## config.mk

```make
export PLATFORM = sky130hd
export DESIGN_NAME = phase_error_detector
export DESIGN_NICKNAME = d
export VERILOG_FILES = /design/src/rtl/phase_error_detector.sv
export SDC_FILE = /design/constraint.sdc
export NUM_CORES = 1
export LEC_CHECK = 0
export ABC_AREA = 0
export CORE_MARGIN = 5
export CORE_UTILIZATION = 39
export CTS_BUF_LIST = sky130_fd_sc_hd__clkbuf_2 sky130_fd_sc_hd__clkbuf_4 sky130_fd_sc_hd__clkbuf_8
export DETAILED_ROUTE_END_ITERATION = 16
export GPL_ROUTABILITY_DRIVEN = 0
export GPL_TIMING_DRIVEN = 1
export PLACE_DENSITY = 0.64
export RECOVER_POWER = 25
export SLEW_MARGIN = 20
export SYNTH_ARGS = -nofsm -noshare
export SYNTH_HDL_FRONTEND = slang
export SYNTH_SLANG_ARGS = --single-unit
```

## constraint.sdc

```tcl
create_clock -name gen_clk_i -period 2.4 [get_ports gen_clk_i]
set_input_delay 0.48 -clock gen_clk_i [delete_from_list [all_inputs] [get_ports gen_clk_i]]
set_output_delay 0.48 -clock gen_clk_i [all_outputs]
set_load 0.005 [all_outputs]
```

## src/rtl/phase_error_detector.sv

```systemverilog
// ============================================================================
// Module   : phase_error_detector
// Purpose  : Counter-based ref/feedback phase detector for the ADPLL loop
//            filter. Optional lock detector enabled by PED_LOCK_DETECT_EN.
// Revision : 1.0 - initial release
// ============================================================================
`default_nettype none

module phase_error_detector #(
   parameter int ERROR_WIDTH = 8,
   parameter int LOCK_TOL    = 2,
   parameter int LOCK_COUNT  = 16
) (
   input  logic                          gen_clk_i,
   input  logic                          reset_n_i,
   input  logic                          ref_i,
   input  logic                          fb_i,
   output logic signed [ERROR_WIDTH-1:0] error_o,
   output logic                          error_valid_o,
   output logic                          lock_o
);

   localparam int CW = ERROR_WIDTH - 1;

   localparam logic        [CW-1:0]          c_MAXE     = {CW{1'b1}};
   localparam logic signed [ERROR_WIDTH-1:0] c_ZERO     = '0;
   localparam logic signed [ERROR_WIDTH-1:0] c_POS_MAX  = {1'b0, c_MAXE};
   localparam logic signed [ERROR_WIDTH-1:0] c_NEG_MAX  = c_ZERO - c_POS_MAX;

   typedef enum logic [2:0] {
      S_IDLE     = 3'd0,
      S_REF_LEAD = 3'd1,
      S_FB_LEAD  = 3'd2,
      S_SLIP_REF = 3'd3,
      S_SLIP_FB  = 3'd4
   } state_t;

   logic ref_s1_q, ref_s2_q, ref_prev_q, ref_p_q;
   logic fb_s1_q,  fb_s2_q,  fb_prev_q,  fb_p_q;

   state_t                          state_q, state_d;
   logic        [CW-1:0]            cnt_q, cnt_d;
   logic        [CW-1:0]            cnt_inc;
   logic signed [ERROR_WIDTH-1:0]   mag;
   logic                            emit;
   logic signed [ERROR_WIDTH-1:0]   emit_val;
   logic signed [ERROR_WIDTH-1:0]   error_q, error_d;
   logic                            valid_q;

   // Edge pulses are registered so the FSM sees them 3 cycles after the input edge.
   always_ff @(posedge gen_clk_i) begin
      if (!reset_n_i) begin
         ref_s1_q   <= 1'b0;
         ref_s2_q   <= 1'b0;
         ref_prev_q <= 1'b0;
         ref_p_q    <= 1'b0;
         fb_s1_q    <= 1'b0;
         fb_s2_q    <= 1'b0;
         fb_prev_q  <= 1'b0;
         fb_p_q     <= 1'b0;
      end else begin
         ref_s1_q   <= ref_i;
         ref_s2_q   <= ref_s1_q;
         ref_prev_q <= ref_s2_q;
         ref_p_q    <= ref_s2_q & ~ref_prev_q;
         fb_s1_q    <= fb_i;
         fb_s2_q    <= fb_s1_q;
         fb_prev_q  <= fb_s2_q;
         fb_p_q     <= fb_s2_q & ~fb_prev_q;
      end
   end

   assign cnt_inc = cnt_q + 1'b1;
   assign mag     = {1'b0, cnt_inc};

   always_comb begin
      state_d  = state_q;
      cnt_d    = cnt_q;
      emit     = 1'b0;
      emit_val = c_ZERO;
      unique case (state_q)
         S_IDLE: begin
            cnt_d = '0;
            if (ref_p_q && fb_p_q) begin
               emit = 1'b1;
            end else if (ref_p_q) begin
               state_d = S_REF_LEAD;
            end else if (fb_p_q) begin
               state_d = S_FB_LEAD;
            end
         end
         S_REF_LEAD: begin
            if (fb_p_q) begin
               // A coincident ref edge immediately opens the next measurement.
               emit     = 1'b1;
               emit_val = mag;
               cnt_d    = '0;
               state_d  = ref_p_q ? S_REF_LEAD : S_IDLE;
            end else if (ref_p_q) begin
               emit     = 1'b1;
               emit_val = c_POS_MAX;
               cnt_d    = '0;
            end else if (cnt_inc == c_MAXE) begin
               emit     = 1'b1;
               emit_val = c_POS_MAX;
               cnt_d    = '0;
               state_d  = S_SLIP_REF;
            end else begin
               cnt_d = cnt_inc;
            end
         end
         S_FB_LEAD: begin
            if (ref_p_q) begin
               emit     = 1'b1;
               emit_val = c_ZERO - mag;
               cnt_d    = '0;
               state_d  = fb_p_q ? S_FB_LEAD : S_IDLE;
            end else if (fb_p_q) begin
               emit     = 1'b1;
               emit_val = c_NEG_MAX;
               cnt_d    = '0;
            end else if (cnt_inc == c_MAXE) begin
               emit     = 1'b1;
               emit_val = c_NEG_MAX;
               cnt_d    = '0;
               state_d  = S_SLIP_FB;
            end else begin
               cnt_d = cnt_inc;
            end
         end
         S_SLIP_REF: begin
            cnt_d = '0;
            if (fb_p_q) begin
               state_d = S_IDLE;
            end
         end
         S_SLIP_FB: begin
            cnt_d = '0;
            if (ref_p_q) begin
               state_d = S_IDLE;
            end
         end
         default: begin
            state_d = S_IDLE;
            cnt_d   = '0;
         end
      endcase
   end

   assign error_d = emit ? emit_val : error_q;

   always_ff @(posedge gen_clk_i) begin
      if (!reset_n_i) begin
         state_q <= S_IDLE;
         cnt_q   <= '0;
         error_q <= c_ZERO;
         valid_q <= 1'b0;
      end else begin
         state_q <= state_d;
         cnt_q   <= cnt_d;
         error_q <= error_d;
         valid_q <= emit;
      end
   end

   assign error_o       = error_q;
   assign error_valid_o = valid_q;

`ifdef PED_LOCK_DETECT_EN
   localparam logic signed [ERROR_WIDTH-1:0] c_TOL_POS = ERROR_WIDTH'(LOCK_TOL);
   localparam logic signed [ERROR_WIDTH-1:0] c_TOL_NEG = c_ZERO - c_TOL_POS;
   localparam logic        [7:0]             c_LOCK_N  = 8'(LOCK_COUNT);

   logic [7:0] lock_cnt_q, lock_cnt_d;
   logic       lock_q;
   logic       in_lock;

   // Slips and timeouts emit +/-MAXE; excluding those values makes them always clear lock.
   assign in_lock = (emit_val >= c_TOL_NEG) && (emit_val <= c_TOL_POS) &&
                    (emit_val != c_POS_MAX) && (emit_val != c_NEG_MAX);

   always_comb begin
      lock_cnt_d = lock_cnt_q;
      if (emit) begin
         if (!in_lock) begin
            lock_cnt_d = '0;
         end else if (lock_cnt_q != c_LOCK_N) begin
            lock_cnt_d = lock_cnt_q + 8'd1;
         end
      end
   end

   always_ff @(posedge gen_clk_i) begin
      if (!reset_n_i) begin
         lock_cnt_q <= '0;
         lock_q     <= 1'b0;
      end else begin
         lock_cnt_q <= lock_cnt_d;
         lock_q     <= (lock_cnt_d == c_LOCK_N);
      end
   end

   assign lock_o = lock_q;
`else
   assign lock_o = 1'b0;
`endif

endmodule

`default_nettype wire

```

==> impl_metrics.tcl, run 1 <==
set metrics [dict create \
    cp_max_fo 11 \
    cts_tree "done" \
    routed_wl_mm 3.10 \
    end_kind "flop" \
    rsz0062_at_grt "no" \
    grt_usage_pct 13.2 \
    firstDrtPassIters 4 \
    run_status "finished clean" \
    hp-class "reg2reg" \
    synth.distinct_cells 46 \
    syn_area_per_cell_sq_um 8.64 \
    async_reset_ff_share_pct 0 \
    num_rows 22 \
    grt_first_pass_wirelength_mm 5.48 \
    ir_drop_mv 0.327 \
    drive_above_1_share_pct 10.6 \
    clk_path_buf_depth 2 \
    cts_setup_buffers 0 \
    max_freq_ghz 0.453 \
    fin_crit_sh_pct 92.1 \
    dpl_cell_area_sq_um 1610 \
    cp-start-kind "flop" \
    cts_resized 0 \
    synthFlopType "dfxtp_1" \
    die-area_sq_um 5120 \
    power.density_nw_per_um2 470 \
    synthMostInstantiatedCell "dfxtp_1" \
    multi_input_area_sq_um 835 \
    synth_top_area_share_pct 36.6 \
    die-height_um 71.6 \
    io_pins 14 \
    worst_hold_slack_ns 0.388 \
    timing.rr.start "cnt_q[0]" \
    synth_edf_count 0 \
    synth-seq-cells 27 \
    start_util_pct 40.4 \
    synthCells 171 \
    synth_seq_area_share_pct 36.6 \
    crit_chain "buf_4 -> nand3b_1 -> a2111o_1 -> a22oi_4 -> a32o_2 -> o21a_1 -> a21oi_2" \
    nets 187 \
    slew_headroom_pct 61.8 \
    synth_area_leader_cell "dfxtp_1" \
    synth_common_cells "dfxtp_1, nor2_1, a21oi_1, and2_1, nand2_1" \
    grt_max_degree 18 \
    area_growth_pct 12.1 \
    maxSlewViolCount 0 \
    fillers 357 \
    hp-start "fb_prev_q" \
    period_minus_slack_ns 2.21 \
    die_x_um 71.6 \
    crit_required_ns 2.57 \
    critPathBufInv 1 \
    worstSetupPathType "reg2reg" \
    hold_viol 0 \
    grt_pass1_vias 1200 \
    cp.arrival_ns 2.38 \
    cts_root_buf "clkbuf_8" \
    antenna-diode-count 0 \
    syn_area_sq_um 1480 \
    dpl.hpwl_mm 2.35 \
    vias 1232 \
    cts-htree-levels 1 \
    tns_ns 0 \
    port_buffers 12 \
    crit_slowest_cell "dfxtp_1" \
    overflow 0 \
    ys_warn_count 0 \
    cp-startpoint "cnt_q[0]" \
    leakage_uw 0.000585 \
    coreArea_sq_um 3660 \
    insertion_delay_ns 0.28 \
    worst_slew_pin_slew_ns 0.573 \
    drt_iter0_drc 39 \
    critical_path.top_delay_family "compound AO/OA/AOI/OAI gates" \
    max_stage_delay_ns 0.49 \
    setup_violations 0 \
    clock_sink_count 27 \
    seq_area_sq_um 541 \
    viasPerCell 5.40 \
    final_util_pct 45.2 \
    ant_nets 0 \
    cap_violations 0 \
    syn_nets 177 \
    cts-buffers-inserted 3 \
    netlist_top_cells_area "dfxtp_1, a21oi_1, nor2_1" \
    final_area_sq_um 1660 \
    drc 0 \
    cts_hold_buf 0 \
    path_clk_slew_ns 0.09 \
    wl_per_cell_um 13.6 \
    skew_ns 0.00489 \
    antenna_found_initial 0 \
]
==> worst paths after layout <==
path	slack (ns)	cells past startpoint	endpoint
setup / recovery	0.19	7	error_o[5]
hold / removal	0.39	1	fb_p_q
setup reg to reg	0.19	7	error_o[5]
hold reg to reg	0.39	1	fb_p_q
==> cell usage in the layout, fill, tap and decap left out, drive strengths merged, types with 3 or more instances in the layout <==
cell,netlist,final
a21oi,18,18
a32oi,3,3
and2,10,10
and3,3,3
buf,8,5
clkbuf,5,4
clkdlybuf4s50,0,10
dfxtp,27,27
inv,3,3
nand2,9,9
nand3,4,4
nand3b,3,3
nor2,17,17
nor2b,8,8
o21ai,14,14
xnor2,6,6
xor2,4,4
==> stage by stage <==
stage          total power (uW)  worst slack [ns]  cells
2_1_floorplan               510             0.402    171
3_3_place_gp                526             0.254    224
3_5_place_dp                527             0.214    224
4_1_cts                     786             0.205    228
5_1_grt                     813            0.0341    228
6_report                    778             0.190    228
==> cell type report <==
type	count	share of cell area [%]
Sequential cell	27	32.6
Multi-Input combinational cell	128	50.4
Tap cell	48	3.63
Clock buffer	3	2.49
Timing Repair Buffer	18	9.74
Inverter	3	0.680
Clock inverter	1	0.453
==> state kept, by name (all words and copies together), names as in the netlist <==
| signal | cells |
|---|---|
| cnt_q | 7 |
| error_o | 8 |
| error_valid_o | 1 |
| fb_p_q | 1 |
| fb_prev_q | 1 |
| fb_s1_q | 1 |
| fb_s2_q | 1 |
| ref_p_q | 1 |
| ref_prev_q | 1 |
| ref_s1_q | 1 |
| ref_s2_q | 1 |
| state_q | 3 |
==> layer usage <==
| layer | part of all wire [%] | wire length (um) | global-route usage (%) | vias up |
|---|---|---|---|---|
| met3 | 5.0 | 154 | 3.37 | 9 |
| met1 | 47 | 1440 | 16.7 | 572 |
| li1 | - | - | - | 617 |
| met5 | 0 | 0 | 0 | - |
| met4 | 2.3 | 70 | 5.01 | 0 |
| met2 | 46 | 1430 | 21.5 | 34 |
==> cell families after synthesis <==
| family | share of synthesized area [%] |
|---|---|
| compound gates | 24.6 |
| xor+xnor | 5.93 |
| fa+ha+maj | 1.69 |
| buf+inv | 6.94 |
| flops | 36.6 |
| mux | 0.677 |
| other cells | 0.254 |
| simple gates | 23.3 |
==> power breakdown <==
| group | switching (uW) | leakage, uW | total [uW] | internal (uW) |
|---|---|---|---|---|
| logic | 26.4 | 0.000344 | 51.7 | 25.2 |
| clock network | 145 | 0.0000217 | 263 | 118 |
| registers | 8.05 | 0.000219 | 464 | 456 |
No activity file was read; power rests on OpenSTA's default activity.
==> inputs of run 2 (changes only) <==
--- a/config.mk
+++ b/config.mk
@@ -9,6 +9,7 @@
 export CORE_MARGIN = 5
 export CORE_UTILIZATION = 39
 export CTS_BUF_LIST = sky130_fd_sc_hd__clkbuf_2 sky130_fd_sc_hd__clkbuf_4 sky130_fd_sc_hd__clkbuf_8
+export CTS_CLUSTER_DIAMETER = 100
 export DETAILED_ROUTE_END_ITERATION = 16
 export GPL_ROUTABILITY_DRIVEN = 0
 export GPL_TIMING_DRIVEN = 1
==> results of run 2 <==
Final layout, timing and power as in run 1 (identical DEF).
==> inputs of run 3 (changes only) <==
--- a/config.mk
+++ b/config.mk
@@ -19,3 +19,4 @@
 export SYNTH_ARGS = -nofsm -noshare
 export SYNTH_HDL_FRONTEND = slang
 export SYNTH_SLANG_ARGS = --single-unit
+export TNS_END_PERCENT = 10
==> results of run 3 <==
Final layout, timing and power as in run 1 (identical DEF).
